File: config.mk
export PLATFORM = sky130hd
export DESIGN_NAME = reg_write_pulse_gen_flat
export DESIGN_NICKNAME = d
export VERILOG_FILES = /design/src/rtl/reg_write_pulse_gen_if.sv /design/src/rtl/reg_write_pulse_gen.sv /design/src/flat_wrapper.sv
export SDC_FILE = /design/constraint.sdc
export NUM_CORES = 1
export LEC_CHECK = 0
export CORE_AREA = 4 4 63 65
export CTS_CLUSTER_DIAMETER = 200
export DETAILED_ROUTE_END_ITERATION = 6
export DIE_AREA = 0 0 67 69
export PLACE_DENSITY_LB_ADDON = 0.2
export SETUP_SLACK_MARGIN = 0.4
export SLEW_MARGIN = 30
export SYNTH_ARGS = -nofsm -noshare
export SYNTH_HDL_FRONTEND = slang
export SYNTH_SLANG_ARGS = --single-unit
File: constraint.sdc
create_clock -name clk -period 1.7 [get_ports clk]
set_input_delay 0.255 -clock clk [delete_from_list [all_inputs] [get_ports clk]]
set_output_delay 0.255 -clock clk [all_outputs]
set_load 0.01 [all_outputs]
File: src/rtl/reg_write_pulse_gen_if.sv
// Request/strobe bundle for reg_write_pulse_gen.
// The master side (register decode) drives the requests and overflow clears.
// The slave side (the pulse generator) returns the strobes and status flags.
interface reg_write_pulse_gen_if #(
  parameter int CHANNELS = 4
);
  logic [CHANNELS-1:0] wtite;
  logic [CHANNELS-1:0] ovf_clr;
  logic [CHANNELS-1:0] pulse;
  logic [CHANNELS-1:0] busy;
  logic [CHANNELS-1:0] overflow;

  modport master (
    output wtite,
    output ovf_clr,
    input  pulse,
    input  busy,
    input  overflow
  );

  modport slave (
    input  wtite,
    input  ovf_clr,
    output pulse,
    output busy,
    output overflow
  );
endinterface

File: src/rtl/reg_write_pulse_gen.sv
// Multi-channel register write-strobe generator.
// Each channel turns a write request into a PULSE_LEN-cycle strobe, then holds
// at least GAP_LEN idle cycles. One request per channel can wait while a strobe
// or gap is in progress; further requests are dropped and, in edge mode,
// flagged on a sticky overflow bit.
module reg_write_pulse_gen #(
  parameter int CHANNELS  = 4,
  parameter int PULSE_LEN = 1,
  parameter int GAP_LEN   = 1,
  parameter bit EDGE_MODE = 1'b1
) (
  input  logic                   clk,
  input  logic                   rst,
  reg_write_pulse_gen_if.slave   bus
);

  localparam int MAX_LEN = (PULSE_LEN > GAP_LEN) ? PULSE_LEN : GAP_LEN;
  localparam int CW      = $clog2(MAX_LEN + 1);

  // Counters hold "cycles remaining minus one", so a phase ends when they hit 0.
  localparam logic [CW-1:0] PULSE_LOAD = CW'(PULSE_LEN - 1);
  localparam logic [CW-1:0] GAP_LOAD   = CW'(GAP_LEN - 1);
  localparam logic [CW-1:0] CNT_ONE    = CW'(1);

  typedef enum logic [1:0] {
    ST_IDLE  = 2'd0,
    ST_PULSE = 2'd1,
    ST_GAP   = 2'd2
  } state_t;

  state_t              state   [CHANNELS];
  logic [CW-1:0]       cnt     [CHANNELS];
  logic [CHANNELS-1:0] pending;
  logic [CHANNELS-1:0] pulse_q;
  logic [CHANNELS-1:0] busy_q;
  logic [CHANNELS-1:0] ovf_q;
  logic [CHANNELS-1:0] wtite_q;
  logic [CHANNELS-1:0] req;

  // Request qualification: a rising edge in edge mode, the raw level otherwise.
  assign req = EDGE_MODE ? (bus.wtite & ~wtite_q) : bus.wtite;

  assign bus.pulse    = pulse_q;
  assign bus.busy     = busy_q;
  assign bus.overflow = ovf_q;

  // Previous request level; sampled through reset so a level held across
  // reset release is not mistaken for a fresh edge.
  always_ff @(posedge clk) begin
    wtite_q <= bus.wtite;
  end

  // Per-channel strobe FSM with its counter, pending slot and status flags.
  // NOTE: every register here uses <= so all channels see the same pre-edge
  // values; a later <= to the same bit in this block overrides an earlier one.
  always_ff @(posedge clk) begin
    if (rst) begin
      pending <= '0;
      pulse_q <= '0;
      busy_q  <= '0;
      ovf_q   <= '0;
      // NOTE: the per-channel state/counter arrays are a handful of flops, not
      // a RAM, so they are cleared explicitly like any other register.
      for (int i = 0; i < CHANNELS; i++) begin
        state[i] <= ST_IDLE;
        cnt[i]   <= '0;
      end
    end else begin
      for (int i = 0; i < CHANNELS; i++) begin
        // Clear first so a same-cycle overflow event below takes priority.
        if (bus.ovf_clr[i]) begin
          ovf_q[i] <= 1'b0;
        end

        case (state[i])
          ST_IDLE: begin
            if (req[i]) begin
              state[i]   <= ST_PULSE;
              cnt[i]     <= PULSE_LOAD;
              pulse_q[i] <= 1'b1;
              busy_q[i]  <= 1'b1;
            end
          end

          ST_PULSE: begin
            busy_q[i] <= 1'b1;
            if (cnt[i] == '0) begin
              state[i]   <= ST_GAP;
              cnt[i]     <= GAP_LOAD;
              pulse_q[i] <= 1'b0;
            end else begin
              cnt[i] <= cnt[i] - CNT_ONE;
            end
            if (req[i]) begin
              if (!pending[i]) begin
                pending[i] <= 1'b1;
              end else if (EDGE_MODE) begin
                ovf_q[i] <= 1'b1;
              end
            end
          end

          ST_GAP: begin
            if (cnt[i] == '0) begin
              // Last gap cycle: the waiting request goes first and a new
              // request arriving now takes over the freed pending slot.
              pending[i] <= pending[i] & req[i];
              if (pending[i] | req[i]) begin
                state[i]   <= ST_PULSE;
                cnt[i]     <= PULSE_LOAD;
                pulse_q[i] <= 1'b1;
                busy_q[i]  <= 1'b1;
              end else begin
                state[i]  <= ST_IDLE;
                busy_q[i] <= 1'b0;
              end
            end else begin
              cnt[i]    <= cnt[i] - CNT_ONE;
              busy_q[i] <= 1'b1;
              if (req[i]) begin
                if (!pending[i]) begin
                  pending[i] <= 1'b1;
                end else if (EDGE_MODE) begin
                  ovf_q[i] <= 1'b1;
                end
              end
            end
          end

          default: begin
            state[i]   <= ST_IDLE;
            cnt[i]     <= '0;
            pulse_q[i] <= 1'b0;
            busy_q[i]  <= 1'b0;
          end
        endcase
      end
    end
  end

endmodule

File: src/flat_wrapper.sv
// flat-port wrapper written by rule: the top's interface ports become plain ports
module reg_write_pulse_gen_flat 
#(
  parameter int CHANNELS  = 4,
  parameter int PULSE_LEN = 1,
  parameter int GAP_LEN   = 1,
  parameter bit EDGE_MODE = 1'b1
)
  (clk, rst, bus_wtite, bus_ovf_clr, bus_pulse, bus_busy, bus_overflow);
  reg_write_pulse_gen_if #(.CHANNELS(CHANNELS)) bus_i ();
  input  logic clk;
  input  logic rst;
  input wire logic [$bits(bus_i.wtite)-1:0] bus_wtite;
  input wire logic [$bits(bus_i.ovf_clr)-1:0] bus_ovf_clr;
  output wire logic [$bits(bus_i.pulse)-1:0] bus_pulse;
  output wire logic [$bits(bus_i.busy)-1:0] bus_busy;
  output wire logic [$bits(bus_i.overflow)-1:0] bus_overflow;
  assign bus_i.wtite = bus_wtite;
  assign bus_i.ovf_clr = bus_ovf_clr;
  assign bus_pulse = bus_i.pulse;
  assign bus_busy = bus_i.busy;
  assign bus_overflow = bus_i.overflow;
  reg_write_pulse_gen #(.CHANNELS(CHANNELS), .PULSE_LEN(PULSE_LEN), .GAP_LEN(GAP_LEN), .EDGE_MODE(EDGE_MODE)) u_core (.clk(clk), .rst(rst), .bus(bus_i));
endmodule
==> impl_results.md <==
* Status: finished, final reports clean
* Filler instances at 159
* Vias/cell at 6.01
* Setup_tns at 0 ns
* Hold buffers post-CTS at 0
* Critical path launch point type: register
* First-pass GRT wire length at 8100 um
* Final setup fails at 0
* Crit Reg-Reg Endpoint: u_core.bus.overflow[1]
* Num ports at 22
* Share of layout cells above drive strength 1 at 0.441
* ANT nets after route at 0
* Flops & latches, synth at 32
* Number of port buffers at 21
* Residual DRC at 0
* Seq. cell area at 761 sq um
* Synth Flop Type: dfxtp_1
* Syn_area_per_cell at 9.47 sq um
* Core Box Area at 3340 sq um
* Die Area at 4620 sq um
* Fin cells at 293
* Detailed placement HPWL at 2770 um
* CTS clock-pin slew for the worst setup and hold paths at 0.12 ns
* CTS H-tree lvls at 2
* Placed insts at 263
* Post-route total power at 3.25 mW
* VDD IR max at 0.638 mV
* Worst EP arrival at 1.75 ns
* GPL Wtd Cong at 0.935
* Initial core utilization at 0.551
* Area growth from synthesis to layout at 55.0%
* Crit. End Element: register
* Crit Path Category: register to register
* Initial DRC count at 184
* Sink Count at 32
* Clk Latency, worst-skew pair at 0.36 ns
* Slew Viols, Final at 0
* Synth Cell Area at 1840 sq um
* Min Tclk post-route at 1.48 ns
* Vias in the first global route at 1763
* Worst Reg-to-Reg Cells at 5
* HP Class: primary input to register
* Nets at 272
* RSZ-0062 raised after global routing: yes
* Rows at 21
* Commonest non-fill, non-tap cells in the layout: dfxtp_1 (20), buf_4 (17), ha_4 (13)
* Crit path required time at 1.97 ns
* # diodes at 0
* GRT Total Usage at 0.224
* MaxCap Viol Count at 0
* Die Ht at 69 um
* Commonest non-fill, non-tap cell in the layout: dfxtp_1
* Initial antenna violation count at 0
* CTS Buf Count at 5
* Fin. Hold Viols at 0
* Distinct cells, synth at 37
* Crit path from: u_core.state[0][3]
* Static leakage at 1.06 nW
* CTS tree: built
* Drt first pass iters at 4
* Pwr/cell area at 1140 nW/um^2
* Routed WL at 5630 um
* Routed WL per cell at 19.2 um
* Total grt overflow at 0
* Max clock buf depth at 2
* Largest net degree at the start of global routing at 15
* Setup crit end: u_core.bus.overflow[1]
* Warnings from Yosys at 0
* Synth async-reset ratio at 0
* CTS root buf: clkbuf_4
* Final critical-path share of the clock period at 0.871
* Mapped Cells at 194
* Worst R2R Start: u_core.state[0][3]
* Multi-input logic area at 1490 sq um
* Register area share after synthesis at 0.414
* Fmax at 0.675 GHz
* Via count at 1761
* Final Skew at 0.0139 ns
* CP max FO at 5
* Post-synth EDFFs at 12
* Die W at 67 um
* R2R Setup Slk at 0.22 ns
-- sequential cells by signal (all words and copies together), names as in the netlist --
| name | count |
|---|---|
| u_core.cnt | 4 |
| u_core.bus.busy | 4 |
| u_core.pending | 4 |
| u_core.bus.pulse | 4 |
| u_core.state | 8 |
| u_core.bus.overflow | 4 |
| u_core.wtite_q | 4 |
-- layer usage --
metal  share of wire  vias to the layer above  global-route usage
met2            0.52                       71               0.377
met4           0.028                        0               0.108
met3           0.058                       16              0.0536
met1            0.39                      848               0.259
met5               0                        -                   0
li1                -                      826                   -
-- per-stage QoR --
step | hold slack [ns] | area [sq um] | utilization | worst slack (ns)
floorplan | 0.283 | 1870 | - | 0.389
global placement | 0.476 | 2150 | 0.643 | 0.119
detailed placement | 0.480 | 2150 | 0.643 | 0.0778
CTS | 0.399 | 2570 | 0.771 | 0.310
global route | 0.414 | 2850 | 0.854 | 0.175
finish | 0.409 | 2850 | 0.854 | 0.220
-- cell type report --
| cell class | instances | area share |
|---|---|---|
| inverters | 11 | 0.0145 |
| clock buffers | 6 | 0.0180 |
| well taps | 46 | 0.0202 |
| repair buffers | 48 | 0.153 |
| multi-input cells | 148 | 0.524 |
| clock inverters | 2 | 0.00351 |
| flip-flops and latches | 32 | 0.267 |
-- synth_stat cells, drive strengths merged, types with 2 or more instances --
master,number,share of area
nor3,8,0.022
nor4,3,0.010
buf,5,0.014
a21oi,15,0.041
o21ai,16,0.044
nand3b,3,0.012
nand2b,11,0.037
o2111ai,5,0.024
a221oi,3,0.014
nand2,9,0.018
a2bb2oi,2,0.0095
a2111oi,3,0.025
nand3,3,0.0082
edfxtp,12,0.20
nor2,15,0.031
inv,11,0.022
a21o,2,0.0082
and2,2,0.0068
ha,16,0.11
a31oi,4,0.014
o31a,4,0.019
nor2b,6,0.030
a211oi,7,0.031
dfxtp,20,0.22
-- worst max-delay path, stage by stage, from the launching register on --
cell and delay [ns]:
edfxtp_1 0.47, inv_2 0.14, ha_4 0.20, buf_4 0.14
o2111ai_2 0.15, a221oi_2 0.30
-- cell families (layout without fill, tap and decap cells) --
group	after synthesis	after routing	synth area share
buffers and inverters	17	67	0.0381
AND/OR/NAND/NOR	65	65	0.200
adder cells (fa/ha/maj)	16	16	0.109
AO/OA/AOI/OAI	63	63	0.237
flip-flops	32	32	0.414
other	1	4	0.00204
-- what timing repair did --
action,CTS,global route
endpoints found under the hold margin,0,0
setup endpoints to repair,39,36
pin swaps,16,32
buffers inserted,15,7
resized for setup,71,43
-- power breakdown --
group          internal [mW]  total (mW)  leakage [nW]  switching, mW
registers              0.949        1.13         0.292          0.177
logic                  0.802        1.64         0.726          0.839
clock network          0.197       0.486        0.0380          0.290
total                   1.95        3.25          1.06           1.31
-- worst min path at each step --
stage	cells after the start	endpoint	startpoint
global route	1	u_core.wtite_q[0]	bus_wtite[0]
finish	1	u_core.wtite_q[0]	bus_wtite[0]
detailed placement	2	u_core.bus.overflow[2]	u_core.bus.overflow[2]
CTS	1	u_core.wtite_q[1]	bus_wtite[1]
global placement	2	u_core.bus.overflow[3]	u_core.bus.overflow[3]
floorplan	0	u_core.wtite_q[0]	bus_wtite[0]
(Power assumes the default switching activity.)
